<file path="src/rtl/uart_cmd_pkg.sv">
// Shared constants and state encoding for the UART command responder.
// Holds the protocol byte values and the responder FSM state type.
package uart_cmd_pkg;

    // Command opcodes received from the host
    localparam logic [7:0] CMD_WR  = 8'h57;  // 'W'
    localparam logic [7:0] CMD_RD  = 8'h52;  // 'R'

    // Response bytes returned to the host
    localparam logic [7:0] RSP_OK  = 8'h4B;  // 'K' write done
    localparam logic [7:0] RSP_BAD = 8'h3F;  // '?' unknown opcode or address out of range
    localparam logic [7:0] RSP_ERR = 8'h21;  // '!' framing error on a received byte

    typedef enum logic [2:0] {
        IDLE,
        GET_ADDR,
        GET_DATA,
        EXEC,
        SEND
    } cmd_state_t;

    // States in which the responder is willing to take a received byte
    function automatic logic is_rx_state(input cmd_state_t s);
        return (s == IDLE) || (s == GET_ADDR) || (s == GET_DATA);
    endfunction

    // States that wait for the remainder of a partially received command
    function automatic logic is_get_state(input cmd_state_t s);
        return (s == GET_ADDR) || (s == GET_DATA);
    endfunction

endpackage

</file>
<file path="src/rtl/uart_cmd_timeout.sv">
// Inter-byte timeout counter for the UART command responder.
// Counts clocks while enabled, saturates at LIMIT and flags expiry.
// Only built when UART_CMD_TIMEOUT_EN is defined.
module uart_cmd_timeout #(
    parameter logic [23:0] LIMIT = 24'd5_000_000
) (
    input  logic clk,
    input  logic reset,
    input  logic clear,
    input  logic enable,
    output logic expired
);

    localparam int CNT_W = $clog2(LIMIT + 1);
    localparam logic [CNT_W-1:0] LIMIT_CNT = CNT_W'(LIMIT);

    logic [CNT_W-1:0] count_reg;

    // Idle-clock counter: cleared on request, saturating so expiry stays asserted
    always_ff @(posedge clk) begin
        if (reset || clear) begin
            count_reg <= '0;
        end else if (enable && (count_reg != LIMIT_CNT)) begin
            count_reg <= count_reg + CNT_W'(1);
        end
    end

    assign expired = enable && (count_reg == LIMIT_CNT);

endmodule

</file>
<file path="src/rtl/uart_cmd_responder.sv">
// Binary register-access command endpoint behind a UART byte stream.
// Parses 'W' addr data / 'R' addr commands, drives a simple register bus
// and returns exactly one response byte per command.
// Optional build macro: UART_CMD_TIMEOUT_EN adds an inter-byte timeout that
// silently drops a command whose bytes stop arriving.
module uart_cmd_responder #(
    parameter int          ADDR_W      = 4,
    parameter logic [23:0] TIMEOUT_CYC = 24'd5_000_000
) (
    input  logic              clk,
    input  logic              reset,
    input  logic [7:0]        from_uart_data_i,
    input  logic              from_uart_valid_i,
    input  logic              from_uart_error_i,
    output logic              from_uart_ready_o,
    output logic [7:0]        to_uart_data_o,
    output logic              to_uart_valid_o,
    output logic              to_uart_error_o,
    input  logic              to_uart_ready_i,
    output logic [ADDR_W-1:0] reg_addr_o,
    output logic [7:0]        reg_wdata_o,
    output logic              reg_wr_o,
    output logic              reg_rd_o,
    input  logic [7:0]        reg_rdata_i,
    output logic              busy_o
);

    import uart_cmd_pkg::*;

    cmd_state_t state_reg, state_next;
    logic       is_wr_reg, is_wr_next;
    logic [7:0] addr_reg,  addr_next;
    logic [7:0] wdata_reg, wdata_next;
    logic [7:0] rsp_reg,   rsp_next;

    logic byte_take;
    logic in_get;
    logic addr_ok;
    logic timeout_expired;

    // The full address byte is kept so out-of-range addresses can be rejected
    assign addr_ok   = ((addr_reg >> ADDR_W) == 8'd0);
    assign in_get    = is_get_state(state_reg);
    assign byte_take = from_uart_valid_i && from_uart_ready_o;

`ifdef UART_CMD_TIMEOUT_EN
    // Counter runs only while waiting for more bytes; any taken byte or any
    // other state keeps it at zero, so entry to GET_* always starts from 0.
    uart_cmd_timeout #(
        .LIMIT (TIMEOUT_CYC)
    ) u_timeout (
        .clk     (clk),
        .reset   (reset),
        .clear   (!in_get || byte_take),
        .enable  (in_get),
        .expired (timeout_expired)
    );
`else
    assign timeout_expired = 1'b0;
`endif

    // State and datapath registers
    always_ff @(posedge clk) begin
        if (reset) begin
            state_reg <= IDLE;
            is_wr_reg <= 1'b0;
            addr_reg  <= 8'd0;
            wdata_reg <= 8'd0;
            rsp_reg   <= 8'd0;
        end else begin
            state_reg <= state_next;
            is_wr_reg <= is_wr_next;
            addr_reg  <= addr_next;
            wdata_reg <= wdata_next;
            rsp_reg   <= rsp_next;
        end
    end

    // Next-state, datapath loads and register-bus strobes
    always_comb begin
        state_next = state_reg;
        is_wr_next = is_wr_reg;
        addr_next  = addr_reg;
        wdata_next = wdata_reg;
        rsp_next   = rsp_reg;
        reg_wr_o   = 1'b0;
        reg_rd_o   = 1'b0;

        case (state_reg)
            IDLE: begin
                if (byte_take) begin
                    if (from_uart_error_i) begin
                        rsp_next   = RSP_ERR;
                        state_next = SEND;
                    end else if (from_uart_data_i == CMD_WR) begin
                        is_wr_next = 1'b1;
                        state_next = GET_ADDR;
                    end else if (from_uart_data_i == CMD_RD) begin
                        is_wr_next = 1'b0;
                        state_next = GET_ADDR;
                    end else begin
                        rsp_next   = RSP_BAD;
                        state_next = SEND;
                    end
                end
            end

            GET_ADDR: begin
                if (byte_take) begin
                    if (from_uart_error_i) begin
                        rsp_next   = RSP_ERR;
                        state_next = SEND;
                    end else begin
                        addr_next  = from_uart_data_i;
                        state_next = is_wr_reg ? GET_DATA : EXEC;
                    end
                end else if (timeout_expired) begin
                    state_next = IDLE;
                end
            end

            GET_DATA: begin
                if (byte_take) begin
                    if (from_uart_error_i) begin
                        rsp_next   = RSP_ERR;
                        state_next = SEND;
                    end else begin
                        wdata_next = from_uart_data_i;
                        state_next = EXEC;
                    end
                end else if (timeout_expired) begin
                    state_next = IDLE;
                end
            end

            EXEC: begin
                // Read data is sampled here: reg_addr_o has been stable since GET_ADDR
                if (!addr_ok) begin
                    rsp_next = RSP_BAD;
                end else if (is_wr_reg) begin
                    reg_wr_o = 1'b1;
                    rsp_next = RSP_OK;
                end else begin
                    reg_rd_o = 1'b1;
                    rsp_next = reg_rdata_i;
                end
                state_next = SEND;
            end

            SEND: begin
                if (to_uart_ready_i) begin
                    state_next = IDLE;
                end
            end

            default: begin
                state_next = IDLE;
            end
        endcase
    end

    // Ready and valid derive from the registered state, so both are glitch-free
    // and the response byte register is never reloaded while SEND holds it.
    assign from_uart_ready_o = is_rx_state(state_reg);
    assign to_uart_valid_o   = (state_reg == SEND);
    assign to_uart_data_o    = rsp_reg;
    assign to_uart_error_o   = 1'b0;
    assign reg_addr_o        = addr_reg[ADDR_W-1:0];
    assign reg_wdata_o       = wdata_reg;
    assign busy_o            = (state_reg != IDLE);

endmodule
</file>
<file path="config.mk">
export PLATFORM = sky130hd
export DESIGN_NAME = uart_cmd_responder
export DESIGN_NICKNAME = d
export VERILOG_FILES = /design/src/rtl/uart_cmd_pkg.sv /design/src/rtl/uart_cmd_timeout.sv /design/src/rtl/uart_cmd_responder.sv
export SDC_FILE = /design/constraint.sdc
export NUM_CORES = 1
export LEC_CHECK = 0
export ABC_AREA = 0
export BUFFER_PORTS_ARGS = -buffer_cell sky130_fd_sc_hd__buf_2
export CAP_MARGIN = 10
export CORE_MARGIN = 1.5
export CORE_UTILIZATION = 52
export CTS_CLUSTER_DIAMETER = 30
export CTS_CLUSTER_SIZE = 8
export DETAILED_ROUTE_END_ITERATION = 12
export PLACE_DENSITY = 0.9
export SLEW_MARGIN = 25
export SYNTH_ARGS = -nofsm -noshare
export SYNTH_HDL_FRONTEND = slang
export SYNTH_HIERARCHICAL = 1
export SYNTH_SLANG_ARGS = --single-unit
</file>
<file path="constraint.sdc">
create_clock -name clk -period 4.02 [get_ports clk]
set_clock_uncertainty 0.1 [all_clocks]
set_input_delay 0.402 -clock clk [delete_from_list [all_inputs] [get_ports clk]]
set_output_delay 0.402 -clock clk [all_outputs]
set_load 0.03 [all_outputs]
</file>
==> results.json <==
{
  "rr_startpoint": "state_reg[2]",
  "wl_per_cell_microns": 13.6,
  "grt_pass1_vias": 1008,
  "top_layer_used": "met4",
  "gp_congestion": 0.800,
  "die_w_microns": 52.7,
  "cts_setup_buffers": 0,
  "yosys.area.top_type": "dfxtp_1",
  "grt_max_degree": 31,
  "path_clk_slew_ns": 0.13,
  "criticalPathCategory": "register to primary output",
  "timing.final.crit_period_ns": 2.37,
  "synth_top_area_share_pct": 43.6,
  "cts_resized": 0,
  "rsz0062_at_grt": "false",
  "synth_warnings": 6,
  "drc": 0,
  "setup_viol": 0,
  "worstSetupStartpoint": "addr_reg[7]",
  "worstMarginPinSlew_ns": 0.568,
  "wirelength_microns": 2740,
  "synthToLayoutAreaGrowth_pct": 17.0,
  "tns_ns": 0,
  "worst_r2r_path_depth": 4,
  "final-hold-violation-count": 0,
  "min_from": "reg_rdata_i[0]",
  "grt_antenna_before_repair": 0,
  "synth_area_leaders": "dfxtp_1, mux2i_1, nor2_1",
  "cts-root-buf": "clkbuf_4",
  "place_area_sq_um": 1470,
  "worst_slew_margin_rel_pct": 61.9,
  "row_count": 17,
  "arrival_ns": 1.87,
  "viasPerCell": 5.57,
  "vias": 1126,
  "status": "complete, no violations",
  "insertion_delay_ns": 0.34,
  "first_pass_iters": 4,
  "routed-wl-met2_microns": 1320,
  "clock-sinks": 28,
  "vdd.ir_drop.worst_mv": 0.264,
  "track_usage_pct": 21.8,
  "path_max_fanout": 6,
  "grt_pass1_wl_microns": 4360,
  "dieArea_sq_um": 2780,
  "dr_wl_met3_microns": 200,
  "mostFrequentLayoutCell": "buf_2",
  "start_util_pct": 56.5,
  "synthCells": 139,
  "clockBufferDepth": 2,
  "syn_avg_cell_area_sq_um": 9.24,
  "io_pins": 47,
  "min_delay_path_depth": 3,
  "crit_required_ns": 3.52,
  "ant_nets": 0,
  "placedCellCount": 198,
  "layout_common_cells": "buf_2, dfxtp_1, nor2_1",
  "p_per_area_nw_per_um2": 344,
  "core_sq_um": 2280,
  "h-tree-depth": 1,
  "drtIter0Drc": 21,
  "numCtsBuffers": 3,
  "dp_hpwl_microns": 2100,
  "ys_ff_latch": 28,
  "p_leak_uw": 0.000780,
  "drv_cap": 0,
  "wl_met1_microns": 1180,
  "max_freq_mhz": 421,
  "design_area_sq_um": 1500,
  "design_power_total_uw": 518,
  "hold_path_class": "primary input to register",
  "critPathLaunchType": "register",
  "timing.rr.end": "addr_reg[4]",
  "ys_seq_area_share_pct": 43.6,
  "layout-drive-gt1-share_pct": 29.9,
  "syn_nets": 160,
  "finalCritPeriodShare_pct": 59.0,
  "insertedDiodeCount": 0,
  "layout.cells.non_filler": 202,
  "postCtsHoldBufs": 0,
  "maxSlewViolCount": 0,
  "syn_area_sq_um": 1280,
  "r2r_slack_ns": 2.15,
  "endpoint_kind": "primary output",
  "place.port_buffers": 45,
  "chipHeight_microns": 52.7,
  "holdPathEnd": "to_uart_data_o[0]",
  "layout.nets": 196,
  "cts_tree": "done",
  "grt_overflow_total": 0,
  "yosysUniqueCellTypes": 39
}
==> worst max path at each step <==
stage,endpoint,slack (ns),cells after the start
after floorplan,reg_wr_o,2.12,4
after global placement,reg_wr_o,2.06,4
after detailed placement,reg_wr_o,2.04,4
after CTS,reg_wr_o,1.65,4
after global routing,reg_wr_o,1.53,4
final,reg_wr_o,1.65,4
==> power by group <==
group          leakage, uW  total [uW]  switching, uW  internal, uW
logic             0.000532        84.9           54.5          30.4
clock network    0.0000210         136           80.3          55.7
registers         0.000228         297           9.75           287
==> area by class of cell <==
class                      count  area [sq um]
multi-input combinational     93           632
fill                         208           772
clock buffer                   4          36.3
timing repair buffer          45           225
sequential                    28           561
tap                           28          35.0
inverter                       4          15.0
==> worst max-delay path, cell delays in order, from the launching register on <==
cell	delay, ns
dfxtp_1	0.33
or4_1	0.66
nor3_2	0.20
and2_1	0.15
buf_2	0.19
==> metal layers <==
layer  vias to the layer above  global-route usage (%)
met5                         -                       0
met3                         4                    5.14
met4                         0                    9.40
li1                        561                       -
met1                       522                    25.2
met2                        39                    37.9
==> cells in the mapped netlist (all sizes together) <==
cell and n:
a211oi 6, nand2b 2, nand4b 1, conb 1
xnor2 1, clkbuf 3, a21o 1, inv 4
o211ai 1, or3b 1, nor4b 1, buf 11
o31ai 2, or3 1, a32o 1, nand2 5
nand4 1, nand3 1, and2 1, nand3b 1
dfxtp 28, a31oi 3, or4 1, nor2 19
nor3 3, nor2b 4, o21ai 4, a21oi 9
nor4bb 1, o41ai 1, nor3b 1, o2bb2ai 1
mux2i 16, nor4 2
==> logic make-up (layout without fill, tap and decap cells) <==
logic type / after synthesis / count (layout) / share of synthesized area, %
AOI/OAI and AO/OA: 29 / 29 / 15.7
xor gates and xnor gates: 1 / 1 / 0.682
buffers and inverters: 18 / 53 / 7.20
DFF: 28 / 28 / 43.6
muxes: 16 / 16 / 12.5
other: 1 / 1 / 0.292
and+or+nand+nor: 46 / 46 / 20.1
==> through the flow <==
stage          utilization [%]  worst slack, ns  hold slack [ns]
6_report                  66.1             1.65            0.193
5_1_grt                   66.1             1.53            0.197
4_1_cts                   66.1             1.65            0.186
3_3_place_gp              64.5             2.06            0.368
3_5_place_dp              64.5             2.04            0.380
2_1_floorplan                -             2.12            0.354
No activity file was read; power rests on OpenSTA's default activity.
